$ cat config.mk
export PLATFORM = sky130hd
export DESIGN_NAME = mux_arbiter_flat
export DESIGN_NICKNAME = d
export VERILOG_FILES = /design/src/rtl/mux_arbiter_if.sv /design/src/rtl/mux_arbiter.sv /design/src/flat_wrapper.sv
export SDC_FILE = /design/constraint.sdc
export NUM_CORES = 1
export LEC_CHECK = 0
export CELL_PAD_IN_SITES_DETAIL_PLACEMENT = 1
export CELL_PAD_IN_SITES_GLOBAL_PLACEMENT = 2
export CORE_MARGIN = 3
export CORE_UTILIZATION = 21
export CTS_BUF_LIST = sky130_fd_sc_hd__clkbuf_2 sky130_fd_sc_hd__clkbuf_4 sky130_fd_sc_hd__clkbuf_8
export DETAILED_ROUTE_END_ITERATION = 7
export PLACE_DENSITY_LB_ADDON = 0.1
export SYNTH_ARGS = -nofsm -noshare
export SYNTH_HDL_FRONTEND = slang
export SYNTH_SLANG_ARGS = --single-unit
export TNS_END_PERCENT = 10
$ cat constraint.sdc
create_clock -name clk -period 2.4 [get_ports clk]
set_input_delay 0.36 -clock clk [delete_from_list [all_inputs] [get_ports clk]]
set_output_delay 0.36 -clock clk [all_outputs]
set_load 0.01 [all_outputs]
$ cat src/rtl/mux_arbiter_if.sv
// Bundles both requester channels and the shared output channel of the arbiter.
// The arbiter takes the master side; the producers and the consumer take the slave side.
interface mux_arbiter_if #(
  parameter int WIDTH = 8
);
  logic             req_a;
  logic [WIDTH-1:0] data_a;
  logic             ack_a;
  logic             req_b;
  logic [WIDTH-1:0] data_b;
  logic             ack_b;
  logic             out_ready;
  logic             out_valid;
  logic [WIDTH-1:0] out_data;
  logic             sel;
  logic             busy;

  modport master (
    input  req_a, data_a, req_b, data_b, out_ready,
    output ack_a, ack_b, out_valid, out_data, sel, busy
  );

  modport slave (
    output req_a, data_a, req_b, data_b, out_ready,
    input  ack_a, ack_b, out_valid, out_data, sel, busy
  );
endinterface

$ cat src/rtl/mux_arbiter.sv
// Round-robin arbiter sharing one valid/ready output channel between requesters A and B,
// with each grant bounded to MAX_BURST accepted beats while the other side is waiting.
module mux_arbiter #(
  parameter int WIDTH     = 8,
  parameter int MAX_BURST = 4
) (
  input  logic          clk,
  input  logic          rst,
  mux_arbiter_if.master bus
);
  localparam int                 CNT_W    = $clog2(MAX_BURST) + 1;
  localparam logic [CNT_W-1:0]   CNT_LAST = CNT_W'(MAX_BURST - 1);

  typedef enum logic [1:0] {
    IDLE    = 2'd0,
    GRANT_A = 2'd1,
    GRANT_B = 2'd2
  } state_e;

  state_e           state_q, state_d;
  logic [CNT_W-1:0] cnt_q, cnt_d;
  logic             sel_q, sel_d;
  logic             last_b_q, last_b_d;

  logic             req_a, req_b, out_ready;
  logic [WIDTH-1:0] data_a, data_b;
  logic             ack_a, ack_b, out_valid;
  logic [WIDTH-1:0] out_data;

  assign req_a     = bus.req_a;
  assign req_b     = bus.req_b;
  assign data_a    = bus.data_a;
  assign data_b    = bus.data_b;
  assign out_ready = bus.out_ready;

  always_ff @(posedge clk) begin
    if (rst) begin
      state_q  <= IDLE;
      cnt_q    <= '0;
      sel_q    <= 1'b0;
      last_b_q <= 1'b1;
    end else begin
      state_q  <= state_d;
      cnt_q    <= cnt_d;
      sel_q    <= sel_d;
      last_b_q <= last_b_d;
    end
  end

  always_comb begin
    state_d   = state_q;
    cnt_d     = cnt_q;
    sel_d     = sel_q;
    last_b_d  = last_b_q;
    ack_a     = 1'b0;
    ack_b     = 1'b0;
    out_valid = 1'b0;
    out_data  = '0;

    unique case (state_q)
      IDLE: begin
        if (req_a && (!req_b || last_b_q)) begin
          state_d = GRANT_A;
        end else if (req_b) begin
          state_d = GRANT_B;
        end
      end
      GRANT_A: begin
        out_valid = req_a;
        out_data  = req_a ? data_a : '0;
        ack_a     = req_a & out_ready;
        if (!req_a) begin
          state_d = req_b ? GRANT_B : IDLE;
        end else if (ack_a) begin
          // At the burst limit, hand over if B waits, otherwise restart the count
          if (cnt_q == CNT_LAST) begin
            cnt_d = '0;
            if (req_b) state_d = GRANT_B;
          end else begin
            cnt_d = cnt_q + 1'b1;
          end
        end
      end
      GRANT_B: begin
        out_valid = req_b;
        out_data  = req_b ? data_b : '0;
        ack_b     = req_b & out_ready;
        if (!req_b) begin
          state_d = req_a ? GRANT_A : IDLE;
        end else if (ack_b) begin
          if (cnt_q == CNT_LAST) begin
            cnt_d = '0;
            if (req_a) state_d = GRANT_A;
          end else begin
            cnt_d = cnt_q + 1'b1;
          end
        end
      end
      default: begin
        state_d = IDLE;
      end
    endcase

    // Entering a grant restarts the burst and records who was served
    if (state_d == GRANT_A && state_q != GRANT_A) begin
      cnt_d    = '0;
      sel_d    = 1'b0;
      last_b_d = 1'b0;
    end
    if (state_d == GRANT_B && state_q != GRANT_B) begin
      cnt_d    = '0;
      sel_d    = 1'b1;
      last_b_d = 1'b1;
    end

    // Nothing is accepted or presented while reset is asserted
    if (rst) begin
      ack_a     = 1'b0;
      ack_b     = 1'b0;
      out_valid = 1'b0;
      out_data  = '0;
    end
  end

  assign bus.ack_a     = ack_a;
  assign bus.ack_b     = ack_b;
  assign bus.out_valid = out_valid;
  assign bus.out_data  = out_data;
  assign bus.sel       = sel_q;
  assign bus.busy      = (state_q != IDLE) && !rst;
endmodule

$ cat src/flat_wrapper.sv
// flat-port wrapper written by rule: the top's interface ports become plain ports
module mux_arbiter_flat 
#(
  parameter int WIDTH     = 8,
  parameter int MAX_BURST = 4
)
  (clk, rst, bus_req_a, bus_data_a, bus_req_b, bus_data_b, bus_out_ready, bus_ack_a, bus_ack_b, bus_out_valid, bus_out_data, bus_sel, bus_busy);
  mux_arbiter_if #(.WIDTH(WIDTH)) bus_i ();
  input  logic clk;
  input  logic rst;
  input wire logic [$bits(bus_i.req_a)-1:0] bus_req_a;
  input wire logic [$bits(bus_i.data_a)-1:0] bus_data_a;
  input wire logic [$bits(bus_i.req_b)-1:0] bus_req_b;
  input wire logic [$bits(bus_i.data_b)-1:0] bus_data_b;
  input wire logic [$bits(bus_i.out_ready)-1:0] bus_out_ready;
  output wire logic [$bits(bus_i.ack_a)-1:0] bus_ack_a;
  output wire logic [$bits(bus_i.ack_b)-1:0] bus_ack_b;
  output wire logic [$bits(bus_i.out_valid)-1:0] bus_out_valid;
  output wire logic [$bits(bus_i.out_data)-1:0] bus_out_data;
  output wire logic [$bits(bus_i.sel)-1:0] bus_sel;
  output wire logic [$bits(bus_i.busy)-1:0] bus_busy;
  assign bus_i.req_a = bus_req_a;
  assign bus_i.data_a = bus_data_a;
  assign bus_i.req_b = bus_req_b;
  assign bus_i.data_b = bus_data_b;
  assign bus_i.out_ready = bus_out_ready;
  assign bus_ack_a = bus_i.ack_a;
  assign bus_ack_b = bus_i.ack_b;
  assign bus_out_valid = bus_i.out_valid;
  assign bus_out_data = bus_i.out_data;
  assign bus_sel = bus_i.sel;
  assign bus_busy = bus_i.busy;
  mux_arbiter #(.WIDTH(WIDTH), .MAX_BURST(MAX_BURST)) u_core (.clk(clk), .rst(rst), .bus(bus_i));
endmodule
==> results of run 1 <==
## state kept, by name (all words and copies together) (netlist names)
signal,cells
u_core.cnt_q,3
u_core.state_q,2
u_core.bus.sel,1
u_core.last_b_q,1
## worst register-to-register path: cells and delay by family, from the launching register on
family,cells,cell delay (ns)
AO/OA/AOI/OAI,3,0.51
adder cells (fa/ha/maj),1,0.22
buffers and inverters,2,0.22
flip-flops,1,0.38
AND/OR/NAND/NOR,2,0.39
## final cells by class
type | instances | area share
sequential | 7 | 0.130
inverter | 5 | 0.0171
timing repair buffer | 38 | 0.335
multi-input combinational | 71 | 0.443
tap | 42 | 0.0478
clock buffer | 4 | 0.0273
## power by group through the flow
stage	combinational, mW	sequential (mW)	clock [mW]
after floorplan	0.176	0.151	0
after global placement	0.278	0.153	0
after detailed placement	0.279	0.154	0
after CTS	0.285	0.152	0.121
after global routing	0.323	0.157	0.136
final	0.282	0.153	0.118
## cells by family after synthesis
kind of cell	share of synthesized area
simple gates	0.319
fa+ha+maj	0.0923
flops	0.207
compound gates	0.288
buf+inv	0.0941
## metrics by stage
stage / cell area [µm²] / std cells / setup slack (ns) / power [mW] / util
CTS: 1090 / 167 / 0.0640 / 0.559 / 0.372
detailed placement: 1050 / 163 / 0.0617 / 0.433 / 0.360
finish: 1100 / 167 / 0.159 / 0.553 / 0.376
global route: 1100 / 167 / 0.00283 / 0.616 / 0.376
global placement: 1050 / 163 / 0.0688 / 0.432 / 0.360
floorplan: 678 / 88 / 0.740 / 0.327 / -
## per-layer routing
| metal | up-vias | track usage | part of all wire |
|---|---|---|---|
| li1 | 387 | - | - |
| met1 | 354 | 0.146 | 0.44 |
| met2 | 10 | 0.221 | 0.52 |
| met3 | 2 | 0.0324 | 0.024 |
| met4 | 0 | 0.0358 | 0.0084 |
| met5 | - | 0 | 0 |
## what timing repair did
| action | 4_1_cts | 5_1_grt |
|---|---|---|
| endpoints found under the setup margin | 9 | 9 |
| gates resized for setup | 3 | 4 |
| cloned | 0 | 0 |
| endpoints found under the hold margin | 0 | 0 |
| hold buffers | 0 | 0 |
## worst paths after layout
path | from | endpoint | slack [ns] | cells after the start
min reg2reg | u_core.last_b_q$_SDFFE_PP1P_ | u_core.last_b_q$_SDFFE_PP1P_ | 0.48 | 2
max | u_core.state_q[1]$_SDFF_PP0_ | bus_out_data[0] | 0.16 | 6
min | u_core.last_b_q$_SDFFE_PP1P_ | u_core.last_b_q$_SDFFE_PP1P_ | 0.48 | 2
max reg2reg | u_core.state_q[0]$_SDFF_PP0_ | u_core.cnt_q[0]$_SDFFE_PP0P_ | 0.60 | 8
## Yosys cell counts (2+ instances only)
cell,n
nor3_1,5
dfxtp_1,7
nand2_1,4
ha_1,5
a22oi_1,8
nor2b_1,3
nand3b_1,2
o21ai_1,3
o211ai_1,2
o21ai_0,5
nor2_1,14
a31oi_1,2
nand2b_1,4
buf_6,3
a21oi_1,4
inv_1,5
==> run_results.csv, run 1 <==
group,metric,value,unit
place,portBuffers,33,
die,dieArea,3950,µm²
clock_tree,cts_buffers,3,
cells_and_area,synthToLayoutAreaGrowth,62.0,%
clock_tree,clock-sinks,7,
power,ir_drop,0.298,mV
worst_setup_path,required,2.04,ns
worst_setup_path,worstSetupPathType,"flop to primary output",
global_routing,grt_start_max_net_pins,11,
power,comb_power_share,0.510,
clock_tree,clk_latency,0.25,ns
power,leakage,0.390,nW
timing,setup_tns,0,ns
synth,ys_seq_area_frac,0.207,
place,post-dp-hpwl,1870,µm
die,io-pin-count,34,
worst_hold_path,hold_class,"flop to flop",
detailed_routing,vias_per_cell,4.51,
worst_setup_path,endpoint_kind,"primary output",
synth,synth_nets,114,
timing,whs,0.477,ns
die,core_area,2920,µm²
timing,setup_violations,0,
die,initial_core_util,0.232,
clock_tree,ctsHtreeMaxLevel,1,
worst_setup_path,worst_path_max_delay_cell,"clkdlybuf4s50_1",
worst_setup_path,path_cells,"inv_1 > ha_2 > and2_4 > a22oi_1 > nor2_1 > clkdlybuf4s50_1",
worst_setup_path,path_max_fanout,10,
power,clockPowerShare,0.213,
clock_tree,cts_tree,"done",
timing,tightestPinTransition,0.390,ns
die,die_w,62.8,µm
timing,final-max-slew-violation-count,0,
detailed_routing,drt_wl_total,2260,µm
job,maxCapViolations,0,
power,p_int,0.350,mW
synth,yosysTopAreaCell,"dfxtp_1",
synth,synth_top_area_frac,0.207,
timing,layout_min_cycle_time,2.24,ns
timing,finalClockSkew,0.00318,ns
synth,postSynthCellCount,88,
cells_and_area,fin_nets,152,
synth,synth_area,678,µm²
cells_and_area,drive_above_1_share,0.176,
global_routing,grt_pass1_wl,3880,µm
clock_tree,postCtsSetupBuffers,0,
power,swShare,0.367,
detailed_routing,vias,753,
detailed_routing,firstDrtPassIters,4,
timing,max_slew_margin,0.739,
place,routabilityCongestion,0.766,
worst_setup_path,critPathMaxStageDelay,0.55,ns
cells_and_area,layout_common_cells,"clkdlybuf4s50_1, nor2_1, a22oi_1",
cells_and_area,mostFrequentLayoutCell,"clkdlybuf4s50_1",
synth,synth_flop_cell,"dfxtp_1",
worst_setup_path,cpLargestDelayFamily,"buffers and inverters",
timing,finalCritPeriodShare,0.934,
die,die_h,62.8,µm
synth,synth_edf_count,0,
detailed_routing,wl_per_cell,13.5,µm
cells_and_area,multi_input_area,487,µm²
synth,syn_avg_cell_area,7.71,µm²
status,status,"finished clean",
synth,async_flop_share,0,
detailed_routing,drt_iter0_drc,15,
cells_and_area,n_fill_cell,376,
power,cellPowerDensity,503,nW/µm²
power,seq_power_share,0.277,
timing,max_freq,0.446,GHz
detailed_routing,ant_nets,0,
global_routing,grt_overflow,0,
synth,synth.distinct_cells,28,
global_routing,grt_use_total,0.125,
clock_tree,clock_path_buffers,2,
clock_tree,root_buffer,"clkbuf_4",
cells_and_area,antenna_cells,0,
timing,hold_viol_final,0,
detailed_routing,drc,0,
clock_tree,clk_pin_slew,0.05,ns
worst_setup_path,arrival,1.88,ns
global_routing,grt_pass1_vias,808,
synth,ys_seq_elements,7,
timing,rsz0062_at_grt,"no",
synth,synth_area_leaders,"dfxtp_1, ha_1, a22oi_1",
power,power.switching,0.203,mW
worst_setup_path,critPathLaunchType,"flop",
cells_and_area,seqCellArea,143,µm²
worst_setup_path,crit_buf_inv,2,
die,num_rows,19,
global_routing,antenna_found_initial,0,
synth,ys_warn_count,0,
Power figures use the tool's default switching activity.
==> run 2: changes to the inputs <==
--- a/config.mk
+++ b/config.mk
@@ -7,7 +7,7 @@
 export LEC_CHECK = 0
 export CELL_PAD_IN_SITES_DETAIL_PLACEMENT = 1
 export CELL_PAD_IN_SITES_GLOBAL_PLACEMENT = 2
-export CORE_MARGIN = 3
+export CORE_MARGIN = 2
 export CORE_UTILIZATION = 21
 export CTS_BUF_LIST = sky130_fd_sc_hd__clkbuf_2 sky130_fd_sc_hd__clkbuf_4 sky130_fd_sc_hd__clkbuf_8
 export DETAILED_ROUTE_END_ITERATION = 7
==> run 2 against run 1 <==
  * First-iteration DRC count grew 53%
  * Sequential cell count stayed put
  * Wire length rose by 3.0%
  * Largest power group unchanged
  * Global-route usage increased by 1.7 points
  * Design area is 0.68% lower
  * Critical endpoint is now bus_out_data[4]
==> run_results.csv, run 2 (synthesized netlist as in run 1, its figures left out) <==
group,metric,value,unit
place,post-dp-hpwl,1870,µm
worst_setup_path,critPathMaxStageDelay,0.54,ns
worst_hold_path,hold_class,"flop to flop",
timing,final-max-slew-violation-count,0,
place,place_ws,-0.0129,ns
timing,max_slew_margin,0.735,
global_routing,grt_overflow,0,
global_routing,grt_use_total,0.141,
place,routabilityCongestion,0.782,
clock_tree,postCtsSetupBuffers,0,
detailed_routing,wl_per_cell,13.8,µm
worst_setup_path,endpoint_kind,"primary output",
cells_and_area,top_regs,"u_core.cnt_q x3, u_core.state_q x2",
place,dpl_cell_area,1050,µm²
timing,rsz0062_at_grt,"yes",
timing,layout_min_cycle_time,2.28,ns
die,die_h,60.8,µm
worst_setup_path,crit_buf_inv,2,
clock_tree,clock_path_buffers,2,
job,maxCapViolations,0,
worst_setup_path,path_max_fanout,10,
clock_tree,clk_pin_slew,0.05,ns
cells_and_area,drive_above_1_share,0.161,
power,clockPowerShare,0.214,
worst_setup_path,worst_path_max_delay_cell,"clkdlybuf4s50_1",
cells_and_area,mostFrequentLayoutCell,"clkdlybuf4s50_1",
place,portBuffers,33,
detailed_routing,firstDrtPassIters,4,
clock_tree,cts_buffers,3,
power,leakage,0.403,nW
worst_setup_path,critPathLaunchType,"flop",
cells_and_area,synthToLayoutAreaGrowth,60.9,%
power,p_int,0.348,mW
power,comb_power_share,0.509,
die,num_rows,20,
timing,max_freq,0.439,GHz
detailed_routing,drt_iter0_drc,23,
power,ir_drop,0.269,mV
cells_and_area,regMostFlops,"u_core.cnt_q",
timing,setup_tns,0,ns
worst_setup_path,crit_cells,6,
detailed_routing,drt_wl_total,2320,µm
place,dp_cells,164,
die,io-pin-count,34,
timing,hold_viol_final,0,
cells_and_area,largest_reg_flops,3,
timing,layout_setup_ws,0.125,ns
die,dieArea,3700,µm²
worst_setup_path,required,2.04,ns
global_routing,grt_pass1_vias,804,
cells_and_area,n_fill_cell,389,
cells_and_area,multi_input_area,482,µm²
worst_setup_path,rr_worst_depth,7,
timing,whs,0.489,ns
die,die_w,60.8,µm
worst_setup_path,path_cells,"inv_1 > ha_2 > and2_4 > a22oi_1 > nor2_1 > clkdlybuf4s50_1",
timing,finalClockSkew,0.000561,ns
clock_tree,root_buffer,"clkbuf_4",
detailed_routing,vias,777,
worst_hold_path,whs_path_depth,2,
global_routing,antenna_found_initial,0,
clock_tree,cts_tree,"done",
cells_and_area,stdcell_count,168,
timing,finalCritPeriodShare,0.948,
die,initial_core_util,0.222,
status,status,"finished clean",
power,total_power,0.555,mW
clock_tree,clk_latency,0.25,ns
global_routing,grt_pass1_wl,3830,µm
worst_setup_path,cpLargestDelayFamily,"buffers and inverters",
timing,setup_violations,0,
power,cellPowerDensity,509,nW/µm²
timing,tightestPinTransition,0.395,ns
die,core_area,3050,µm²
power,seq_power_share,0.277,
global_routing,grt_start_max_net_pins,11,
cells_and_area,seqCellArea,143,µm²
clock_tree,ctsHtreeMaxLevel,1,
cells_and_area,final_cell_area,1090,µm²
worst_setup_path,arrival,1.92,ns
worst_setup_path,worstSetupPathType,"flop to primary output",
cells_and_area,fin_util,0.357,
worst_setup_path,r2r_setup_slack,0.67,ns
cells_and_area,antenna_cells,0,
cells_and_area,fin_nets,151,
power,swShare,0.374,
clock_tree,clock-sinks,7,
cells_and_area,layout_common_cells,"clkdlybuf4s50_1, nor2_1, a22oi_1",
detailed_routing,drc,0,
detailed_routing,ant_nets,0,
power,power.switching,0.208,mW
detailed_routing,vias_per_cell,4.63,
-- run 2: cell types whose count changed in the layout (fill, tap and decap cells not counted) --
cell | before | now
clkdlybuf4s50_1 | 33 | 32
a22oi_1 | 7 | 8
a22oi_2 | 1 | 0
buf_4 | 5 | 4
dlymetal6s2s_1 | 0 | 1
-- run 2: path summary, 6_finish.rpt --
check | startpoint | end
worst max-delay path | u_core.state_q[1]$_SDFF_PP0_ | bus_out_data[4]
worst min-delay path | u_core.last_b_q$_SDFFE_PP1P_ | u_core.last_b_q$_SDFFE_PP1P_
worst max register to register | u_core.state_q[1]$_SDFF_PP0_ | u_core.cnt_q[2]$_SDFFE_PP0P_
worst min register to register | u_core.last_b_q$_SDFFE_PP1P_ | u_core.last_b_q$_SDFFE_PP1P_
-- run 2: cell type report --
| type | instances | area share |
|---|---|---|
| Multi-Input combinational cell | 71 | 0.442 |
| Timing Repair Buffer | 37 | 0.333 |
| Sequential cell | 7 | 0.131 |
| Tap cell | 44 | 0.0505 |
| Clock buffer | 4 | 0.0275 |
| Inverter | 5 | 0.0172 |
-- run 2: power groups by stage --
stage	logic [mW]	clock network [mW]	registers (mW)
6_report	0.283	0.119	0.154
5_1_grt	0.317	0.132	0.156
4_1_cts	0.284	0.124	0.153
3_5_place_dp	0.277	0	0.154
3_3_place_gp	0.277	0	0.154
2_1_floorplan	0.176	0	0.151
-- run 2: worst min-delay path, cell delays in order (launching register included) --
cell,delay [ns]
dfxtp_1,0.31
o21ai_0,0.08
nand2b_1,0.05
-- run 2: what timing repair did --
action / in CTS / in global routing
resized for setup: 4 / 3
setup endpoints to repair: 9 / 9
hold buffers: 0 / 0
-- run 2: per-layer routing --
layer / share of wire / vias to the layer above / track usage
li1: - / 384 / -
met1: 0.46 / 373 / 0.180
met2: 0.49 / 18 / 0.237
met3: 0.042 / 2 / 0.0171
met4: 0.0086 / 0 / 0.0652
met5: 0 / - / 0
==> run 3: changes to the inputs <==
--- a/config.mk
+++ b/config.mk
@@ -9,7 +9,7 @@
 export CELL_PAD_IN_SITES_GLOBAL_PLACEMENT = 2
 export CORE_MARGIN = 2
 export CORE_UTILIZATION = 21
-export CTS_BUF_LIST = sky130_fd_sc_hd__clkbuf_2 sky130_fd_sc_hd__clkbuf_4 sky130_fd_sc_hd__clkbuf_8
+export CTS_BUF_LIST = sky130_fd_sc_hd__clkbuf_4
 export DETAILED_ROUTE_END_ITERATION = 7
 export PLACE_DENSITY_LB_ADDON = 0.1
 export SYNTH_ARGS = -nofsm -noshare
==> results of run 3 <==
The final DEF is identical to that of run 2; final timing and power are the same.
